### config.mk
export PLATFORM = sky130hd
export DESIGN_NAME = branch_comp_seq
export DESIGN_NICKNAME = d
export VERILOG_FILES = /design/src/rtl/branch_comp_seq.sv
export SDC_FILE = /design/constraint.sdc
export NUM_CORES = 1
export LEC_CHECK = 0
export CORE_AREA = 2 2 113 115
export CTS_CLUSTER_DIAMETER = 150
export DETAILED_ROUTE_END_ITERATION = 10
export DIE_AREA = 0 0 115 117
export GPL_ROUTABILITY_DRIVEN = 1
export PLACE_DENSITY = 0.54
export RECOVER_POWER = 50
export SLEW_MARGIN = 20
export SYNTH_ARGS = -nofsm -noshare
export SYNTH_HDL_FRONTEND = slang
export SYNTH_SLANG_ARGS = --single-unit
### constraint.sdc
create_clock -name i_clk -period 5.7 [get_ports i_clk]
set_input_delay 1.71 -clock i_clk [delete_from_list [all_inputs] [get_ports i_clk]]
set_output_delay 1.71 -clock i_clk [all_outputs]
set_load 0.03 [all_outputs]
### src/rtl/branch_comp_seq.sv
// branch_comp_seq: multi-cycle RV32I branch comparator.
// Operands are compared CHUNK_WIDTH bits per cycle, most significant chunk
// first, over a valid/ready request handshake and a valid/ready result
// handshake. Decodes BEQ/BNE/BLT/BGE/BLTU/BGEU into equal, less-than and taken.
// Optional macro BRCOMP_EARLY_EXIT_EN: stop at the first differing chunk.
// Without it every request walks all chunks (constant latency); results are
// identical in both builds.
module branch_comp_seq #(
  parameter int DATA_WIDTH  = 32,
  parameter int CHUNK_WIDTH = 8
) (
  input  logic                  i_clk,
  input  logic                  i_rst_n,
  input  logic                  i_valid,
  output logic                  o_ready,
  input  logic [DATA_WIDTH-1:0] i_data1,
  input  logic [DATA_WIDTH-1:0] i_data2,
  input  logic [2:0]            i_funct3,
  output logic                  o_valid,
  input  logic                  i_ready,
  output logic                  o_BrEq,
  output logic                  o_BrLT,
  output logic                  o_BrTaken
);

  localparam int NCHUNK = DATA_WIDTH / CHUNK_WIDTH;
  localparam int IDX_W  = (NCHUNK > 1) ? $clog2(NCHUNK) : 1;
  localparam logic [IDX_W-1:0] IDX_TOP = IDX_W'(NCHUNK - 1);

  typedef enum logic [1:0] {
    IDLE = 2'b00,
    CMP  = 2'b01,
    DONE = 2'b10
  } state_t;

  state_t                               state_r;
  logic [NCHUNK-1:0][CHUNK_WIDTH-1:0]   op1_r;
  logic [NCHUNK-1:0][CHUNK_WIDTH-1:0]   op2_r;
  logic [2:0]                           funct3_r;
  logic [IDX_W-1:0]                     idx_r;
  logic                                 valid_r;
  logic                                 eq_r;
  logic                                 lt_r;
  logic                                 taken_r;

  logic [DATA_WIDTH-1:0]                sign_flip_s;
  logic [CHUNK_WIDTH-1:0]               chunk1_s;
  logic [CHUNK_WIDTH-1:0]               chunk2_s;
  logic                                 chunk_diff_s;
  logic                                 chunk_lt_s;
  logic                                 cmp_last_s;
  logic                                 res_found_s;
  logic                                 res_lt_s;

  // Branch decision from funct3 and the compare result; reserved codes never take.
  function automatic logic taken_of(input logic [2:0] f3, input logic eq, input logic lt);
    logic t;
    case (f3)
      3'b000:  t = eq;
      3'b001:  t = ~eq;
      3'b100:  t = lt;
      3'b101:  t = ~lt;
      3'b110:  t = lt;
      3'b111:  t = ~lt;
      default: t = 1'b0;
    endcase
    return t;
  endfunction

  assign o_ready   = (state_r == IDLE) && i_rst_n;
  assign o_valid   = valid_r;
  assign o_BrEq    = eq_r;
  assign o_BrLT    = lt_r;
  assign o_BrTaken = taken_r;

  // Signed compares flip both operand MSBs once at capture, so every chunk
  // (including the top one) can then be compared unsigned.
  always_comb begin
    sign_flip_s = '0;
    sign_flip_s[DATA_WIDTH-1] = ~i_funct3[1];
  end

  // Current chunk compare.
  always_comb begin
    chunk1_s     = op1_r[idx_r];
    chunk2_s     = op2_r[idx_r];
    chunk_diff_s = (chunk1_s != chunk2_s);
    chunk_lt_s   = (chunk1_s < chunk2_s);
  end

`ifdef BRCOMP_EARLY_EXIT_EN
  // Early exit: the first differing chunk finishes the compare.
  always_comb begin
    res_found_s = chunk_diff_s;
    res_lt_s    = chunk_lt_s;
    cmp_last_s  = chunk_diff_s || (idx_r == '0);
  end
`else
  logic found_r;
  logic found_lt_r;

  // Constant latency: remember the first differing chunk, keep walking to chunk 0.
  always_comb begin
    res_found_s = found_r | chunk_diff_s;
    if (found_r) begin
      res_lt_s = found_lt_r;
    end else begin
      res_lt_s = chunk_lt_s;
    end
    cmp_last_s = (idx_r == '0);
  end

  // Latch of the first differing chunk's verdict; cleared while idle.
  always_ff @(posedge i_clk or negedge i_rst_n) begin
    if (!i_rst_n) begin
      found_r    <= 1'b0;
      found_lt_r <= 1'b0;
    end else if (state_r == CMP) begin
      found_r    <= res_found_s;
      found_lt_r <= res_lt_s;
    end else begin
      found_r    <= 1'b0;
      found_lt_r <= 1'b0;
    end
  end
`endif

  // Request capture, chunk walk and result handshake.
  always_ff @(posedge i_clk or negedge i_rst_n) begin
    if (!i_rst_n) begin
      state_r  <= IDLE;
      op1_r    <= '0;
      op2_r    <= '0;
      funct3_r <= 3'b000;
      idx_r    <= '0;
      valid_r  <= 1'b0;
      eq_r     <= 1'b0;
      lt_r     <= 1'b0;
      taken_r  <= 1'b0;
    end else begin
      case (state_r)
        IDLE: begin
          if (i_valid) begin
            op1_r    <= i_data1 ^ sign_flip_s;
            op2_r    <= i_data2 ^ sign_flip_s;
            funct3_r <= i_funct3;
            idx_r    <= IDX_TOP;
            state_r  <= CMP;
          end
        end
        CMP: begin
          if (cmp_last_s) begin
            eq_r    <= ~res_found_s;
            lt_r    <= res_lt_s;
            taken_r <= taken_of(funct3_r, ~res_found_s, res_lt_s);
            valid_r <= 1'b1;
            state_r <= DONE;
          end else begin
            idx_r <= idx_r - IDX_W'(1);
          end
        end
        DONE: begin
          if (i_ready) begin
            valid_r <= 1'b0;
            state_r <= IDLE;
          end
        end
        default: begin
          valid_r <= 1'b0;
          state_r <= IDLE;
        end
      endcase
    end
  end

endmodule

# [Word-level counts from Yosys, hierarchy flattened]
# Index checks and enable logic that the tools add are counted.
[op_classes] addsub=1 order_cmp=2 n_eq_ne=12 muxes=18 bitwise_logic=7 n_reduce_logical=12
[ops] op="bitwise XOR 32 bit" count=2
[ops] op="binary-select mux 8 bit (select 2 bit)" count=2
[ops] op="two-way mux 8 bit" count=2
[ops] op="equality test 3 bit, second input constant" count=4
[ops] op="two-way mux 2 bit" count=5
[ops] op="AND reduction 3 bit" count=3
[ops] op="less-than comparator 8 bit" count=1
[ops] op="inequality test 2 bit, second input constant" count=4
[ops] op="inequality test 8 bit" count=1
[ops] op="case mux 2 bit (3 select lines)" count=1
[ops] op="two-way mux 1 bit" count=5
[ops] op="zero test 2 bit" count=2
[ops] op="NOT 1 bit" count=4
[ops] op="case mux 1 bit (4 select lines)" count=1
[ops] op="case mux 2 bit (2 select lines)" count=1
[ops] op="AND reduction 2 bit" count=2
[ops] op="OR reduction 2 bit" count=2
[ops] op="equality test 3 x 1 -> 1 bit, second input constant" count=1
[ops] op="zero test 3 bit" count=1
[ops] op="less-than comparator 2 x 3 -> 1 bit, second input constant" count=1
[ops] op="case mux 1 bit (3 select lines)" count=1
[ops] op="equality test 2 x 1 -> 1 bit, second input constant" count=1
[ops] op="equality test 2 bit, second input constant" count=1
[ops] op="nonzero test 2 bit" count=1
[ops] op="3 further kinds" count=3
[totals] ff_bits=77 input_bits=71 wordCells=69

# [Logic depth before layout (Yosys ltp)]
[depth] word_depth=6 depth_mapped=10 ltp_nobuf=8

# [Worst setup path after synthesis]
# OpenSTA, ideal clock, no wires.
[synth_timing] path_type="in2out" from="input port i_rst_n" to="output port o_ready" arrival_time_ns=2.441 t_required_ns=3.990 slack_ns=1.549 stages=1 path_cell_list="nor3b_1"
[synth_via] elab_chain_len=1
[synth_rtl] item="from (decl)" line="13" rtl="input logic i_rst_n,"
[synth_rtl] item="logical AND 1 bit" line="70" rtl="assign o_ready = (state_r == IDLE) && i_rst_n;"
[synth_rtl] item="to (decl)" line="15" rtl="output logic o_ready,"
# Every way passes these cells.

# [Final worst setup path]
# Ends and elaborated chain as after synthesis.

==> impl_metrics.json <==
{
  "status": "finished with violations",
  "violations": "max-capacitance violations, max-slew violations",
  "wl_per_cell_microns": 15.8,
  "syn-instance-count": 240,
  "cp_data_arrival_time_ns": 2.68,
  "ir_drop_mv": 0.144,
  "io_buffers": 75,
  "fin_skew_ns": 0.00471,
  "start_util_pct": 29.1,
  "final_common_cell": "dfrtp_1",
  "dp.cells": 457,
  "grt_pass1_wl_microns": 12400,
  "p_switching_mw": 0.807,
  "clock_sinks": 77,
  "num-fill-cells": 1205,
  "p_sw_share_pct": 31.5,
  "clk_latency_ns": 0.33,
  "ant_nets": 0,
  "via_count": 2174,
  "cts_tree": "done",
  "tightest_slew_ns": 1.81,
  "cts_resized": 0,
  "place_hpwl_microns": 5220,
  "slew_headroom_pct": -20.6,
  "rrSetupSlack_ns": 2.93,
  "critical_path_class": "in2out",
  "antenna_cells": 0,
  "drt-initial-drc-count": 46,
  "powerDensity_mw_per_mm2": 540,
  "cts_buffers": 9,
  "cp-end-kind": "output port",
  "postLayoutCoreUtil_pct": 38.5,
  "power.internal_mw": 1.75,
  "synth_edf_count": 0,
  "crit_path_max_fanout": 2,
  "die_w_microns": 115,
  "synthesis.nets": 320,
  "ys_ff_latch": 77,
  "power.share.clock_pct": 21.8,
  "routabilityCongestion": 0.718,
  "finalMaxSlewViolations": 34,
  "syn_area_sq_mm": 0.00358,
  "r2r-start": "idx_r[1]$_DFFE_PN0P_",
  "ys_seq_area_share_pct": 53.8,
  "crit_end": "o_ready",
  "top_level_ports": 76,
  "cts.path.max_buffers": 2,
  "antenna_found_initial": 0,
  "p_seq_share_pct": 38.3,
  "worstPathRequired_ns": 3.99,
  "ys_types": 35,
  "synth_flop_cell": "dfrtp_1",
  "whs_path_depth": 1,
  "startpoint": "i_rst_n",
  "die_y_microns": 117,
  "timing.rr.end": "o_BrTaken$_DFFE_PN0P_",
  "rows": 41,
  "cellLeakagePower_nw": 1.97,
  "critPathTopFamily": "buffers and inverters",
  "async_flop_share_pct": 100,
  "avgViaCountPerCell": 4.60,
  "layout.nets": 398,
  "yosysWarningCount": 0,
  "cpPeakStageDelay_ns": 0.70,
  "slowest_stage": "clkdlybuf4s50_1",
  "power.total_mw": 2.56,
  "fmax_mhz": 228,
  "hold_viol": 0,
  "grt_overflow": 0,
  "fin_crit_ns": 4.39,
  "stdcell_count": 473,
  "path_buf_inv": 2,
  "syn_area_per_cell_sq_um": 14.9,
  "crit_cells": 3,
  "cts_setup_buffers": 0,
  "clk_pin_slew_ns": 0.06,
  "syn_to_final_growth_pct": 32.5,
  "grt_max_degree": 46,
  "maxCapViolCount": 1,
  "final_cell_mix": "77 x dfrtp_1, 72 x clkdlybuf4s50_1, 49 x mux2_2",
  "post-route-drc-count": 0,
  "startpoint_type": "primary input",
  "finalSetupViolations": 0,
  "cts_hold_buf": 0,
  "tns_ns": 0,
  "rsz0062_at_grt": "false",
  "hp-start": "op1_r[13]$_DFFE_PN0P_",
  "drive_above_1_share_pct": 26.9,
  "hold_class": "reg2reg",
  "root_buffer": "clkbuf_16",
  "reg2regPathDepth": 7,
  "period_share_pct": 77.0,
  "grt_pass1_vias": 2428,
  "core_sq_mm": 0.0123,
  "hold_slack_ns": 0.483,
  "grtUsageTotal_pct": 12.3,
  "die_area_sq_mm": 0.0135,
  "p_comb_share_pct": 39.8,
  "htreeDepth": 3,
  "crit_path_cell_trace": "clkbuf_4 > nor3b_1 > clkdlybuf4s50_1",
  "dr.pass1.iters": 4,
  "wl_microns": 7450
}
[worst min-delay path by stage]
stage	endpoint	slack [ns]
after floorplan	op1_r[16]$_DFFE_PN0P_	0.45
after global routing	op1_r[30]$_DFFE_PN0P_	0.50
after detailed placement	op1_r[30]$_DFFE_PN0P_	0.47
final	op1_r[13]$_DFFE_PN0P_	0.48
after global placement	op1_r[1]$_DFFE_PN0P_	0.46
after CTS	op1_r[30]$_DFFE_PN0P_	0.49
[final cells by class]
class	count	area [sq um]	area share, %
Multi-Input combinational cell	138	1510	31.9
Clock inverter	7	66.3	1.40
Tap cell	150	188	3.96
Inverter	12	45.0	0.950
Clock buffer	9	225	4.75
Sequential cell	77	1930	40.6
Timing Repair Buffer	80	779	16.4
[per-stage QoR]
step	setup WS [ns]	area, sq um
2_1_floorplan	1.55	3580
3_3_place_gp	1.33	4460
3_5_place_dp	1.33	4460
4_1_cts	1.33	4750
5_1_grt	1.18	4740
6_report	1.31	4740
[power groups by stage]
stage / sequential (mW) / clock [mW] / combinational, mW
floorplan: 0.928 / 0 / 0.828
global placement: 0.988 / 0 / 1.03
global route: 1.02 / 0.611 / 1.14
finish: 0.981 / 0.558 / 1.02
detailed placement: 0.996 / 0 / 1.05
CTS: 0.986 / 0.581 / 1.05
[state kept, by name, indices dropped and copies added, names as in the netlist]
| name | flops |
|---|---|
| o_BrLT | 1 |
| o_valid | 1 |
| found_lt_r | 1 |
| state_r | 2 |
| o_BrEq | 1 |
| idx_r | 2 |
| op2_r | 32 |
| funct3_r | 3 |
| o_BrTaken | 1 |
| op1_r | 32 |
| found_r | 1 |
[kinds of logic after synthesis]
kind of cell	count (synthesis)	share of synthesized area (%)
multiplexers	84	31.4
AO/OA/AOI/OAI	18	3.29
AND/OR/NAND/NOR	24	3.67
flip-flops	77	53.8
buffers and inverters	25	3.91
XOR/XNOR	3	0.734
adder cells (fa/ha/maj)	9	3.15
[routing by layer]
| metal | vias to the layer above | routed length (microns) | GRT usage (%) |
|---|---|---|---|
| met3 | 10 | 316 | 3.24 |
| met5 | - | 0 | 0 |
| met2 | 45 | 3760 | 21.4 |
| li1 | 1030 | - | - |
| met4 | 0 | 110 | 4.34 |
| met1 | 1089 | 3260 | 14.8 |
[Yosys cell counts (all sizes together) (2+ instances only)]
cell / instances / area share (%)
xnor2: 3 / 0.73
nand2: 6 / 0.63
nor2b: 2 / 0.35
nand4: 2 / 0.35
a21oi: 3 / 0.42
inv: 12 / 1.3
a22oi: 2 / 0.42
o21ai: 4 / 0.56
mux4: 16 / 10
nor2: 5 / 0.52
buf: 13 / 2.7
a31oi: 2 / 0.35
nor3: 3 / 0.42
mux2: 67 / 21
ha: 9 / 3.1
nor3b: 2 / 0.73
dfrtp: 77 / 54
Note: power is estimated with default switching activity, not from simulation.
